## src/rtl/stack_arbiter_pkg.sv

```systemverilog
// Shared types and defaults for the two-client LIFO stack arbiter.
package stack_arb_pkg;

  localparam int unsigned DW_DEF    = 32;
  localparam int unsigned DEPTH_DEF = 16;
  localparam int unsigned LW_DEF    = 5;

  typedef enum logic [1:0] {
    IDLE    = 2'd0,
    ISSUE   = 2'd1,
    CAPTURE = 2'd2,
    RESP    = 2'd3
  } state_e;

  typedef enum logic {
    CL_A = 1'b0,
    CL_B = 1'b1
  } client_e;

  typedef enum logic {
    OP_PUSH = 1'b0,
    OP_POP  = 1'b1
  } op_e;

endpackage

```

## src/rtl/stack_arbiter_if.sv

```systemverilog
// Client handshakes and stack strobe bus; slave = arbiter side, master = clients/stack side.
interface stack_arbiter_if
  import stack_arb_pkg::*;
#(
  parameter int unsigned DW = DW_DEF
);

  logic          A_PUSH_STB;
  logic          A_POP_STB;
  logic [DW-1:0] A_DAT_IN;
  logic          A_ACK;
  logic          A_ERR;
  logic [DW-1:0] A_DAT_OUT;

  logic          B_PUSH_STB;
  logic          B_POP_STB;
  logic [DW-1:0] B_DAT_IN;
  logic          B_ACK;
  logic          B_ERR;
  logic [DW-1:0] B_DAT_OUT;

  logic          S_PUSH_STB;
  logic [DW-1:0] S_PUSH_DAT;
  logic          S_POP_STB;
  logic [DW-1:0] S_POP_DAT;

  modport slave (
    input  A_PUSH_STB, A_POP_STB, A_DAT_IN,
    input  B_PUSH_STB, B_POP_STB, B_DAT_IN,
    input  S_POP_DAT,
    output A_ACK, A_ERR, A_DAT_OUT,
    output B_ACK, B_ERR, B_DAT_OUT,
    output S_PUSH_STB, S_PUSH_DAT, S_POP_STB
  );

  modport master (
    output A_PUSH_STB, A_POP_STB, A_DAT_IN,
    output B_PUSH_STB, B_POP_STB, B_DAT_IN,
    output S_POP_DAT,
    input  A_ACK, A_ERR, A_DAT_OUT,
    input  B_ACK, B_ERR, B_DAT_OUT,
    input  S_PUSH_STB, S_PUSH_DAT, S_POP_STB
  );

endinterface

```

## src/rtl/stack_arbiter_rr_arb2.sv

```systemverilog
// Two-requester round-robin arbiter; priority flips to the loser after each advanced grant.
module rr_arb2
  import stack_arb_pkg::*;
(
  input  logic       clk,
  input  logic       rst_n,
  input  logic [1:0] req,
  input  logic       advance,
  output logic [1:0] grant
);

  client_e prio_q, prio_d;

  always_comb begin
    grant  = req;
    if (req == 2'b11) begin
      grant = (prio_q == CL_A) ? 2'b01 : 2'b10;
    end
    prio_d = prio_q;
    if (advance && (grant != '0)) begin
      prio_d = grant[0] ? CL_B : CL_A;
    end
  end

  always_ff @(posedge clk) begin
    if (!rst_n) begin
      prio_q <= CL_A;
    end else begin
      prio_q <= prio_d;
    end
  end

endmodule

```

## src/rtl/stack_arbiter.sv

```systemverilog
// Shares one LIFO stack between clients A and B; rejects full-push / empty-pop locally.
module stack_arbiter
  import stack_arb_pkg::*;
#(
  parameter int unsigned DW    = DW_DEF,
  parameter int unsigned DEPTH = DEPTH_DEF,
  parameter int unsigned LW    = LW_DEF
) (
  input  logic           CLK,
  input  logic           RST_N,
  stack_arbiter_if.slave bus,
  output logic [LW-1:0]  LEVEL,
  output logic           FULL,
  output logic           EMPTY
);

  state_e        state_q, state_d;
  client_e       client_q, client_d;
  op_e           op_q, op_d;
  logic [LW-1:0] level_q, level_d;
  logic [DW-1:0] s_push_dat_q, s_push_dat_d;
  logic [DW-1:0] a_dat_q, a_dat_d, b_dat_q, b_dat_d;
  logic          s_push_stb_q, s_push_stb_d, s_pop_stb_q, s_pop_stb_d;
  logic          a_ack_q, a_ack_d, a_err_q, a_err_d;
  logic          b_ack_q, b_ack_d, b_err_q, b_err_d;

  logic [1:0]    req, grant;
  logic          advance, full, empty, g_push;
  client_e       g_client;
  logic [DW-1:0] g_dat;

  assign full    = (level_q == LW'(DEPTH));
  assign empty   = (level_q == '0);
  assign req     = {bus.B_PUSH_STB | bus.B_POP_STB, bus.A_PUSH_STB | bus.A_POP_STB};
  assign advance = (state_q == IDLE) && (req != '0);

  rr_arb2 u_rr_arb2 (
    .clk     (CLK),
    .rst_n   (RST_N),
    .req     (req),
    .advance (advance),
    .grant   (grant)
  );

  always_comb begin
    g_client     = grant[1] ? CL_B : CL_A;
    g_push       = grant[1] ? bus.B_PUSH_STB : bus.A_PUSH_STB;
    g_dat        = grant[1] ? bus.B_DAT_IN : bus.A_DAT_IN;
    state_d      = state_q;
    client_d     = client_q;
    op_d         = op_q;
    level_d      = level_q;
    s_push_dat_d = s_push_dat_q;
    a_dat_d      = a_dat_q;
    b_dat_d      = b_dat_q;
    s_push_stb_d = 1'b0;
    s_pop_stb_d  = 1'b0;
    a_ack_d      = 1'b0;
    a_err_d      = 1'b0;
    b_ack_d      = 1'b0;
    b_err_d      = 1'b0;
    case (state_q)
      IDLE: begin
        if (advance) begin
          client_d = g_client;
          op_d     = g_push ? OP_PUSH : OP_POP;
          if (g_push) s_push_dat_d = g_dat;
          // Rejected ops skip the stack and answer on the very next cycle.
          if (g_push ? full : empty) begin
            state_d = RESP;
            if (g_client == CL_A) begin
              a_ack_d = 1'b1;
              a_err_d = 1'b1;
              if (!g_push) a_dat_d = '0;
            end else begin
              b_ack_d = 1'b1;
              b_err_d = 1'b1;
              if (!g_push) b_dat_d = '0;
            end
          end else begin
            state_d      = ISSUE;
            s_push_stb_d = g_push;
            s_pop_stb_d  = !g_push;
          end
        end
      end
      ISSUE: begin
        level_d = (op_q == OP_PUSH) ? level_q + LW'(1) : level_q - LW'(1);
        state_d = CAPTURE;
      end
      CAPTURE: begin
        state_d = RESP;
        if (client_q == CL_A) begin
          a_ack_d = 1'b1;
          if (op_q == OP_POP) a_dat_d = bus.S_POP_DAT;
        end else begin
          b_ack_d = 1'b1;
          if (op_q == OP_POP) b_dat_d = bus.S_POP_DAT;
        end
      end
      RESP:    state_d = IDLE;
      default: state_d = IDLE;
    endcase
  end

  always_ff @(posedge CLK) begin
    if (!RST_N) begin
      state_q      <= IDLE;
      client_q     <= CL_A;
      op_q         <= OP_PUSH;
      level_q      <= '0;
      s_push_dat_q <= '0;
      a_dat_q      <= '0;
      b_dat_q      <= '0;
      s_push_stb_q <= 1'b0;
      s_pop_stb_q  <= 1'b0;
      a_ack_q      <= 1'b0;
      a_err_q      <= 1'b0;
      b_ack_q      <= 1'b0;
      b_err_q      <= 1'b0;
    end else begin
      state_q      <= state_d;
      client_q     <= client_d;
      op_q         <= op_d;
      level_q      <= level_d;
      s_push_dat_q <= s_push_dat_d;
      a_dat_q      <= a_dat_d;
      b_dat_q      <= b_dat_d;
      s_push_stb_q <= s_push_stb_d;
      s_pop_stb_q  <= s_pop_stb_d;
      a_ack_q      <= a_ack_d;
      a_err_q      <= a_err_d;
      b_ack_q      <= b_ack_d;
      b_err_q      <= b_err_d;
    end
  end

  assign bus.A_ACK      = a_ack_q;
  assign bus.A_ERR      = a_err_q;
  assign bus.A_DAT_OUT  = a_dat_q;
  assign bus.B_ACK      = b_ack_q;
  assign bus.B_ERR      = b_err_q;
  assign bus.B_DAT_OUT  = b_dat_q;
  assign bus.S_PUSH_STB = s_push_stb_q;
  assign bus.S_PUSH_DAT = s_push_dat_q;
  assign bus.S_POP_STB  = s_pop_stb_q;
  assign LEVEL          = level_q;
  assign FULL           = full;
  assign EMPTY          = empty;

endmodule

```

## src/flat_wrapper.sv

```systemverilog
// flat-port wrapper written by rule: the top's interface ports become plain ports
module stack_arbiter_flat import stack_arb_pkg::*;
#(
  parameter int unsigned DW    = DW_DEF,
  parameter int unsigned DEPTH = DEPTH_DEF,
  parameter int unsigned LW    = LW_DEF
)
  (CLK, RST_N, LEVEL, FULL, EMPTY, bus_A_PUSH_STB, bus_A_POP_STB, bus_A_DAT_IN, bus_B_PUSH_STB, bus_B_POP_STB, bus_B_DAT_IN, bus_S_POP_DAT, bus_A_ACK, bus_A_ERR, bus_A_DAT_OUT, bus_B_ACK, bus_B_ERR, bus_B_DAT_OUT, bus_S_PUSH_STB, bus_S_PUSH_DAT, bus_S_POP_STB);
  stack_arbiter_if #(.DW(DW)) bus_i ();
  input  logic CLK;
  input  logic RST_N;
  output logic [LW-1:0] LEVEL;
  output logic FULL;
  output logic EMPTY;
  input wire logic [$bits(bus_i.A_PUSH_STB)-1:0] bus_A_PUSH_STB;
  input wire logic [$bits(bus_i.A_POP_STB)-1:0] bus_A_POP_STB;
  input wire logic [$bits(bus_i.A_DAT_IN)-1:0] bus_A_DAT_IN;
  input wire logic [$bits(bus_i.B_PUSH_STB)-1:0] bus_B_PUSH_STB;
  input wire logic [$bits(bus_i.B_POP_STB)-1:0] bus_B_POP_STB;
  input wire logic [$bits(bus_i.B_DAT_IN)-1:0] bus_B_DAT_IN;
  input wire logic [$bits(bus_i.S_POP_DAT)-1:0] bus_S_POP_DAT;
  output wire logic [$bits(bus_i.A_ACK)-1:0] bus_A_ACK;
  output wire logic [$bits(bus_i.A_ERR)-1:0] bus_A_ERR;
  output wire logic [$bits(bus_i.A_DAT_OUT)-1:0] bus_A_DAT_OUT;
  output wire logic [$bits(bus_i.B_ACK)-1:0] bus_B_ACK;
  output wire logic [$bits(bus_i.B_ERR)-1:0] bus_B_ERR;
  output wire logic [$bits(bus_i.B_DAT_OUT)-1:0] bus_B_DAT_OUT;
  output wire logic [$bits(bus_i.S_PUSH_STB)-1:0] bus_S_PUSH_STB;
  output wire logic [$bits(bus_i.S_PUSH_DAT)-1:0] bus_S_PUSH_DAT;
  output wire logic [$bits(bus_i.S_POP_STB)-1:0] bus_S_POP_STB;
  assign bus_i.A_PUSH_STB = bus_A_PUSH_STB;
  assign bus_i.A_POP_STB = bus_A_POP_STB;
  assign bus_i.A_DAT_IN = bus_A_DAT_IN;
  assign bus_i.B_PUSH_STB = bus_B_PUSH_STB;
  assign bus_i.B_POP_STB = bus_B_POP_STB;
  assign bus_i.B_DAT_IN = bus_B_DAT_IN;
  assign bus_i.S_POP_DAT = bus_S_POP_DAT;
  assign bus_A_ACK = bus_i.A_ACK;
  assign bus_A_ERR = bus_i.A_ERR;
  assign bus_A_DAT_OUT = bus_i.A_DAT_OUT;
  assign bus_B_ACK = bus_i.B_ACK;
  assign bus_B_ERR = bus_i.B_ERR;
  assign bus_B_DAT_OUT = bus_i.B_DAT_OUT;
  assign bus_S_PUSH_STB = bus_i.S_PUSH_STB;
  assign bus_S_PUSH_DAT = bus_i.S_PUSH_DAT;
  assign bus_S_POP_STB = bus_i.S_POP_STB;
  stack_arbiter #(.DW(DW), .DEPTH(DEPTH), .LW(LW)) u_core (.CLK(CLK), .RST_N(RST_N), .bus(bus_i), .LEVEL(LEVEL), .FULL(FULL), .EMPTY(EMPTY));
endmodule
```

## config.mk

```make
export PLATFORM = sky130hd
export DESIGN_NAME = stack_arbiter_flat
export DESIGN_NICKNAME = d
export VERILOG_FILES = /design/src/rtl/stack_arbiter_pkg.sv /design/src/rtl/stack_arbiter_if.sv /design/src/rtl/stack_arbiter_rr_arb2.sv /design/src/rtl/stack_arbiter.sv /design/src/flat_wrapper.sv
export SDC_FILE = /design/constraint.sdc
export NUM_CORES = 1
export LEC_CHECK = 0
export BUFFER_PORTS_ARGS = -buffer_cell sky130_fd_sc_hd__buf_2
export CAP_MARGIN = 20
export CORE_UTILIZATION = 48
export CTS_CLUSTER_SIZE = 10
export DETAILED_ROUTE_END_ITERATION = 8
export PLACE_DENSITY = 0.82
export SLEW_MARGIN = 5
export SYNTH_ARGS = -nofsm -noshare
export SYNTH_HDL_FRONTEND = slang
export SYNTH_SLANG_ARGS = --single-unit
```

## constraint.sdc

```tcl
create_clock -name CLK -period 2.5 [get_ports CLK]
set_input_delay 0.25 -clock CLK [delete_from_list [all_inputs] [get_ports CLK]]
set_output_delay 0.25 -clock CLK [all_outputs]
set_load 0.02 [all_outputs]
```

# [Word level (Yosys, flattened, before mapping)]
# Index checks and enable logic that the tools add are counted.
[word_totals] ff_bits=112 output_inout_bits=109 in_bits=102
[classes] n_reduce_logical=14 n_addsub=2 n_eq_ne=13 bitwise_logic=5 mux=34
[op_table] operator="$mux W32" count=11
[op_table] operator="$pmux W32 S2" count=2
[op_table] operator="$reduce_and A7 Y1" count=2
[op_table] operator="$mux W1" count=13
[op_table] operator="$ne A2 B2 Y1 const B" count=5
[op_table] operator="$mux W2" count=4
[op_table] operator="$pmux W2 S4" count=1
[op_table] operator="$eq A2 B2 Y1 const B" count=3
[op_table] operator="$ne A2 B1 Y1 const B" count=3
[op_table] operator="$reduce_bool A2 Y1" count=3
[op_table] operator="$add A5 B1 Y5 const B" count=1
[op_table] operator="$eq A5 B5 Y1 const B" count=1
[op_table] operator="$logic_not A5 Y1" count=1
[op_table] operator="$mux W5" count=1
[op_table] operator="$sub A5 B1 Y5 const B" count=1
[op_table] operator="$pmux W1 S2" count=2
[op_table] operator="$reduce_and A2 Y1" count=2
[op_table] operator="$reduce_or A4 Y1" count=1
[op_table] operator="$not A1 Y1" count=3
[op_table] operator="$reduce_and A3 Y1" count=1
[op_table] operator="$eq A2 B1 Y1 const B" count=1
[op_table] operator="$logic_and A1 B1 Y1" count=2
[op_table] operator="$logic_not A2 Y1" count=1
[op_table] operator="$or A1 B1 Y1" count=2
[op_table] operator="$logic_not A1 Y1" count=1

# [Logic depth before layout (Yosys ltp)]
# Gate-level depths: netlist of run 1.
[depth] word_depth=9 mapped_depth=10 ltp_nobuf=7

# [Cells and area by module]
# From an unflattened synthesis of run 1, not the netlist that was laid out.
[hier_totals] hier_cells=476 hier_area_um2=4911.0
[modules_own_cells] module="stack_arbiter" cells_per_inst=469 area_each_um2=4849.7 seq_area_each_um2=2222.1 instances=1
[modules_own_cells] module="rr_arb2" cells_per_inst=7 area_each_um2=61.3 seq_area_each_um2=20.0 instances=1

# [Worst setup path before layout of run 1]
# OpenSTA, ideal clock, no wires.
[synth_timing] path_type="reg-to-reg" from="reg u_core.level_q[0], in the netlist u_core.LEVEL[0]" to="reg u_core.b_dat_q[20], in the netlist u_core.bus.B_DAT_OUT[20]" path_slack_ps=289 t_required_ps=2368 arrival_time_ps=2079 path_stages_with_launch=7 path_cell_list="dfxtp_1 or4_4 or3_4 o31a_2 clkbuf_2 o21ai_0 a21oi_1"
[synth_between] elab_chain_cells=4 word_cells_on_any_way=5 cone_classes="2 x eq/ne; 1 x mux; 2 x reduce/logical"
[synth_lines] element="from (decl)" line="stack_arbiter.sv:20" text="logic [LW-1:0] level_q, level_d;"
[synth_lines] element="from (signal assigned)" line="stack_arbiter.sv:125" text="level_q <= level_d;"
[synth_lines] element="$eq A5 B5 Y1 / $logic_not A5 Y1 (equally long branches)" line="stack_arbiter.sv:32, stack_arbiter.sv:33"
[synth_lines] element="$mux W1 (*)" line="stack_arbiter.sv:69" text="if (g_push ? full : empty) begin"
[synth_lines] element="$ne A2 B2 Y1 (no source line) (*)"
[synth_lines] element="$reduce_and A7 Y1 (no source line) (*)"
[synth_lines] element="to (signal assigned)" line="stack_arbiter.sv:128" text="b_dat_q <= b_dat_d;"
[synth_lines] element="to (decl)" line="stack_arbiter.sv:22" text="logic [DW-1:0] a_dat_q, a_dat_d, b_dat_q, b_dat_d;"
# Mark *: on every way between the ends. The rest lies on a longest branch, timed or not.
# A chain may end at the register's enable or synchronous reset.

# [Final worst setup path of run 1]
[layout_timing] from="reg u_core.level_q[0], in the netlist u_core.LEVEL[0]" to="reg u_core.b_dat_q[3], in the netlist u_core.bus.B_DAT_OUT[3]"
# Same word-level chain as after synthesis.

==> impl_results.md, run 1 <==
* Status: finished clean
* Maximum net fanout on the critical path at 32
* Antenna-violating nets left at 0
* Tmin final at 2352 ps
* Routed vias at 4979
* Die width at 103.5 um
* Syn avg cell area at around 8.5 um2
* Number of flops mapped to enable cells by yosys at 0
* Net count after synthesis at 692
* DR WL met2 at 6915 um
* First-pass GRT wire length at ~22000 um
* Slew @ Worst Pin at 676.8 ps
* Commonest non-fill, non-tap cell in the layout: buf_2
* Hold WC Path Type: primary input to flip-flop
* Setup-failing EPs final at 0
* Total Nets Final at between 800 and 900
* VDD IR max at 0.5012 mV
* Clock Skew at ~21 ps
* Share of cells above drive strength 1 at 0.3316
* Required @ worst endpoint at 2730 ps
* GRT Overall Usage at 0.2480
* Starting Density at 0.5015
* Setup crit end kind: flip-flop
* Number of setup buffers added after CTS at 0
* Num CTS Buffers at 9
* Uppermost layer routed: met4
* Hold-fix buffers, CTS at 0
* Pwr Density at 1070 mW/mm2
* Largest net degree at the start of global routing at 76
* I/O Buffers at 210
* CP max stage cell: or4_4
* Cell variety after synth at 45
* CTS tree: built
* FF+latch count, synth at ~110
* CP cell instances: or4_4 > or3_4 > o31a_2 > o21ai_0 > a21oi_1
* DRT met1 WL at 5424 um
* Drt initial violations at around 240
* Async SR Flop Fraction at 0
* Ys Warns at 0
* Routability cong. at 0.8672
* Commonest cells after routing, fill and taps aside: buf_2, dfxtp_1, nand2_1
* Fin crit share at 0.9406
* Register area share after synthesis at 0.4532
* Vias in the first global route at between 4000 and 5000
* Number of diodes at 0
* Hpwl dp at 9739 um
* Clk pin slew, worst setup/hold paths at 110 ps
* Post-synthesis cell count at 582
* Setup TNS Final at 0 ps
* Top-level port count at 211
* Die height at 103.5 um
* Detail Route met3 WL at 892 um
* CORE AREA at 0.009864 mm2
* Area Overhead vs Synth at 26.71%
* Final hold vios at 0
* Initial antenna violation count at 0
* Clock sinks at 112
* Max-Cap Viols at 0
* Clock Tree Root: clkbuf_8
* Setup Crit Path Kind: flip-flop to flip-flop
* Final Routed Wirelength at 13400 um
* Slew headroom at 0.5488
* CTS resizes at 0
* CP Data Arrival Time at 2580 ps
* H-tree Lvls at 3
* Total power at 6.710 mW
* Worst skew pair latency at 370 ps
* DR WL/cell at 14.90 um
* CTS max path bufs at 2
* Slowest cell delay on critical path at 580 ps
* Number of remaining DRC errors at 0
* Worst setup SP type: flip-flop
* Leakage at 2.917 nW
* Post-synth top flop: dfxtp_1
* Detailed Routing Iterations Pass 1 at 5
* Mapped cell area at 0.004947 mm2
* Row Count at 36
* Total grt overflow at 0
* Die area at 0.01072 mm2
* RSZ-0062 raised after global routing: no
* Max-slew violations at 0
* Via/cell ratio at 5.538
* Fmax at 0.4253 GHz
## registers in the layout (all words and copies together), names as in the netlist
signal	count
u_core.LEVEL	5
u_core.bus.A_ACK	1
u_core.bus.A_DAT_OUT	32
u_core.bus.A_ERR	1
u_core.bus.B_ACK	1
u_core.bus.B_DAT_OUT	32
u_core.bus.B_ERR	1
u_core.bus.S_POP_STB	1
u_core.bus.S_PUSH_DAT	32
u_core.bus.S_PUSH_STB	1
u_core.client_q	1
u_core.op_q	1
u_core.state_q	2
u_core.u_rr_arb2.prio_q	1
## cell type report
type                            instances  area (um2)
Tap cell                              133       166.4
Clock buffer                           10       137.6
Timing Repair Buffer                  223        1186
Clock inverter                          5       63.81
Fill cell                             842        3596
Inverter                                6       22.52
Multi-Input combinational cell        410        2450
Sequential cell                       112        2242
## critical path, delay by kind of cell (launching register included)
| family | cells | cell delay, ps |
|---|---|---|
| AOI/OAI and AO/OA | 3 | 830 |
| and+or+nand+nor | 2 | 1010 |
| DFF | 1 | 380 |
## per-layer routing
metal	GRT usage	up-vias
met5	0	-
met4	0.07867	0
met3	0.05098	13
met2	0.4636	213
met1	0.2794	2335
li1	-	2418
## power breakdown
group          switching [mW]  total (mW)  internal, mW
Clock                   0.613        1.11         0.495
Sequential              0.216        2.32          2.11
Combinational            2.13        3.28          1.15
Total                    2.96        6.71          3.75
## final timing paths
| kind | from | endpoint | slack (ps) | cells past startpoint |
|---|---|---|---|---|
| worst max-delay path | u_core.LEVEL[0]$_SDFFE_PN0N_ | u_core.bus.B_DAT_OUT[3]$_SDFFE_PN0P_ | 150 | 5 |
| worst min register to register | u_core.bus.A_DAT_OUT[17]$_SDFFE_PN0P_ | u_core.bus.A_DAT_OUT[17]$_SDFFE_PN0P_ | 470 | 2 |
| worst max register to register | u_core.LEVEL[0]$_SDFFE_PN0N_ | u_core.bus.B_DAT_OUT[3]$_SDFFE_PN0P_ | 150 | 5 |
| worst min-delay path | bus_B_DAT_IN[30] | u_core.bus.S_PUSH_DAT[30]$_SDFFE_PN0P_ | 130 | 3 |
## through the flow
stage,hold slack (ps),std cells,util,cell area (um2),setup slack [ps]
6_report,133.0,899,0.6355,6269,148.5
2_1_floorplan,409.0,582,-,4947,289.0
5_1_grt,119.1,899,0.6355,6269,32.68
4_1_cts,116.9,899,0.6355,6269,134.9
3_3_place_gp,440.7,884,0.6150,6067,248.8
3_5_place_dp,449.2,884,0.6150,6067,151.8
## logic make-up after synthesis
group / count (synthesis) / synth area share
xor+xnor: 4 / 0.007081
flops: 112 / 0.4532
simple gates: 238 / 0.2193
fa+ha+maj: 8 / 0.02175
mux: 36 / 0.07284
compound gates: 124 / 0.1692
buf+inv: 60 / 0.05665
## synthesized netlist by cell type, types with 4 or more instances
library cell | number | area share
a21boi_1 | 9 | 0.014
a21oi_1 | 28 | 0.028
buf_1 | 6 | 0.0046
inv_1 | 6 | 0.0046
buf_2 | 5 | 0.0051
xnor2_1 | 4 | 0.0071
clkbuf_1 | 31 | 0.024
nand2_1 | 102 | 0.077
nand4_1 | 33 | 0.042
mux2i_1 | 36 | 0.073
nor2_1 | 50 | 0.038
buf_4 | 6 | 0.0091
a311oi_1 | 32 | 0.057
nand3_1 | 34 | 0.034
dfxtp_1 | 112 | 0.45
o21ai_0 | 39 | 0.039
ha_1 | 7 | 0.018
Note: power is estimated with default switching activity, not from simulation.
==> run 2: changes to the inputs <==
Settings changed: REMOVE_ABC_BUFFERS set to 1.
==> run 2 against run 1 <==
Cell count grew 0.11%. Combinational power about the same. Fmax is 0.48% lower. Sequential share of layout area grew 0.15 points. Register-to-register slack is essentially flat. Via count rose by 0.58%. Clock-buffer cell count fell by 1. Sequential power about the same. Flip-flop and latch count unchanged. Critical path depth stayed put. Power fell by 0.89%. Die area stayed put. Critical path type unchanged. Highest routed layer unchanged.
==> impl_results.md, run 2 (synthesis gave the netlist of run 1 again) <==
* Worst setup margin at 137.2 ps (was 148.5 ps)
* Area Overhead vs Synth at 26.18% (was 26.71%)
* Die height at 103.5 um (unchanged)
* Setup crit end kind: flip-flop (unchanged)
* Total Nets Final at 872 (unchanged)
* Status: finished clean (unchanged)
* Setup TNS Final at 0 ps (unchanged)
* Number of setup buffers added after CTS at 0 (unchanged)
* Fin crit share at 0.9451 (was 0.9406)
* Required @ worst endpoint at 2700 ps (was 2730 ps)
* Non-filler cells, final at 900 (was 899)
* RSZ-0062 raised after global routing: no (unchanged)
* CTS tree: built (unchanged)
* Final hold vios at 0 (unchanged)
* Starting Density at 0.5015 (unchanged)
* Number of diodes at 0 (unchanged)
* Clk pin slew, worst setup/hold paths at 110 ps (about the same)
* Antenna-violating nets left at 0 (unchanged)
* Die area at 0.01072 mm2 (unchanged)
* Clock Skew at 15.48 ps (was 21.34 ps)
* DR WL/cell at 14.99 um (was 14.90 um)
* Clock sinks at 112 (unchanged)
* CP Launch Point: u_core.LEVEL[1]$_SDFFE_PN0N_ (was u_core.LEVEL[0]$_SDFFE_PN0N_)
* Share of cells above drive strength 1 at 0.3325 (was 0.3316)
* Num CTS Buffers at 9 (unchanged)
* Commonest non-fill, non-tap cell in the layout: buf_2 (unchanged)
* Pwr Density at 1065 mW/mm2 (was 1070 mW/mm2)
* Setup Crit Path Kind: flip-flop to flip-flop (unchanged)
* Worst setup SP type: flip-flop (unchanged)
* Fin util at 0.6328 (was 0.6355)
* Maximum net fanout on the critical path at 32 (unchanged)
* Tmin final at 2363 ps (was 2352 ps)
* Slew headroom at 0.3317 (was 0.5488)
* Die width at 103.5 um (unchanged)
* Commonest cells after routing, fill and taps aside: buf_2, dfxtp_1, nand2_1 (unchanged)
* Worst skew pair latency at 370 ps (about the same)
* Hold_sp: bus_B_DAT_IN[18] (was bus_B_DAT_IN[30])
* Placed Cells at 884 (unchanged)
* H-tree Lvls at 3 (unchanged)
* Fmax at 0.4232 GHz (was 0.4253 GHz)
* Routability cong. at 0.8959 (was 0.8672)
* Leakage at 2.905 nW (was 2.917 nW)
* Top-level port count at 211 (unchanged)
* CTS max path bufs at 2 (unchanged)
* Total grt overflow at 0 (unchanged)
* Worst R2R Setup Slack at 140 ps (was 150 ps)
* Max-slew violations at 0 (unchanged)
* First-pass GRT wire length at 22200 um (was 22050 um)
* Hold-fix buffers, CTS at 0 (unchanged)
* Initial antenna violation count at 0 (unchanged)
* I/O Buffers at 210 (unchanged)
* Routed vias at 5008 (was 4979)
* Hpwl dp at 9685 um (was 9739 um)
* CTS resizes at 0 (unchanged)
* Number of remaining DRC errors at 0 (unchanged)
* Clock Tree Root: clkbuf_8 (unchanged)
* Drt initial violations at 292 (was 238)
* Max-Cap Viols at 0 (unchanged)
* Final Routed Wirelength at 13490 um (was 13400 um)
* Setup-failing EPs final at 0 (unchanged)
* GRT Overall Usage at 0.2489 (was 0.2480)
* CP Data Arrival Time at 2570 ps (was 2580 ps)
* Hold WC Path Type: primary input to flip-flop (unchanged)
* Via/cell ratio at 5.564 (was 5.538)
* VDD IR max at 0.6029 mV (was 0.5012 mV)
* Slew @ Worst Pin at 1001 ps (was 676.8 ps)
* Vias in the first global route at 4639 (was 4663)
* Pre-CTS WS at 158.0 ps (was 151.8 ps)
* Row Count at 36 (unchanged)
* Detailed Routing Iterations Pass 1 at 5 (unchanged)
* Largest net degree at the start of global routing at 66 (was 76)
* CORE AREA at 0.009864 mm2 (unchanged)
* FF-to-FF Start: u_core.LEVEL[1]$_SDFFE_PN0N_ (was u_core.LEVEL[0]$_SDFFE_PN0N_)
[run 2: cell count changes in the layout (fill, tap and decap cells not counted), sizes merged]
cell / before / now
clkbuf: 10 / 9
inv: 8 / 9
bufinv: 1 / 0
clkinv: 1 / 2
clkinvlp: 1 / 2
[run 2: critical path: stages, from the launching register on]
cell     delay [ps]
dfxtp_1         380
or4_4           540
or3_4           430
o31a_2          490
o21ai_0         250
a21oi_1          90
[run 2: metal layers]
| layer | track usage | wire length (um) | vias up |
|---|---|---|---|
| met1 | 0.3016 | 5786 | 2352 |
| li1 | - | - | 2418 |
| met2 | 0.4439 | 6686 | 227 |
| met3 | 0.04909 | 888 | 11 |
| met5 | 0 | 0 | - |
| met4 | 0.07350 | 127 | 0 |
[run 2: area by class of cell]
cell class | count | area [um2]
fill | 822 | 3622
sequential | 112 | 2242
tap | 133 | 166.4
multi-input combinational | 410 | 2450
inverter | 6 | 22.52
clock inverter | 7 | 63.81
clock buffer | 9 | 123.9
timing repair buffer | 223 | 1174
[run 2: final timing paths]
| check | to | cells past startpoint |
|---|---|---|
| max | u_core.bus.B_DAT_OUT[27]$_SDFFE_PN0P_ | 5 |
| min | u_core.bus.S_PUSH_DAT[18]$_SDFFE_PN0P_ | 3 |
| max reg2reg | u_core.bus.B_DAT_OUT[27]$_SDFFE_PN0P_ | 5 |
| min reg2reg | u_core.bus.A_DAT_OUT[4]$_SDFFE_PN0P_ | 2 |
[run 2: metrics by stage]
step | hold WS, ps | area, um2 | power, mW
after floorplan | 378.2 | 4690 | 4.483
after global placement | 440.8 | 6055 | 5.509
after detailed placement | 450.1 | 6055 | 5.641
after CTS | 107.7 | 6242 | 6.678
after global routing | 111.9 | 6242 | 7.075
final | 135.2 | 6242 | 6.651
[run 2: report_power, final]
group,internal [mW],switching (mW),leakage [nW],total (mW)
sequential,2.11,0.203,0.912,2.31
combinational,1.15,2.16,1.90,3.30
clock,0.384,0.655,0.0899,1.04
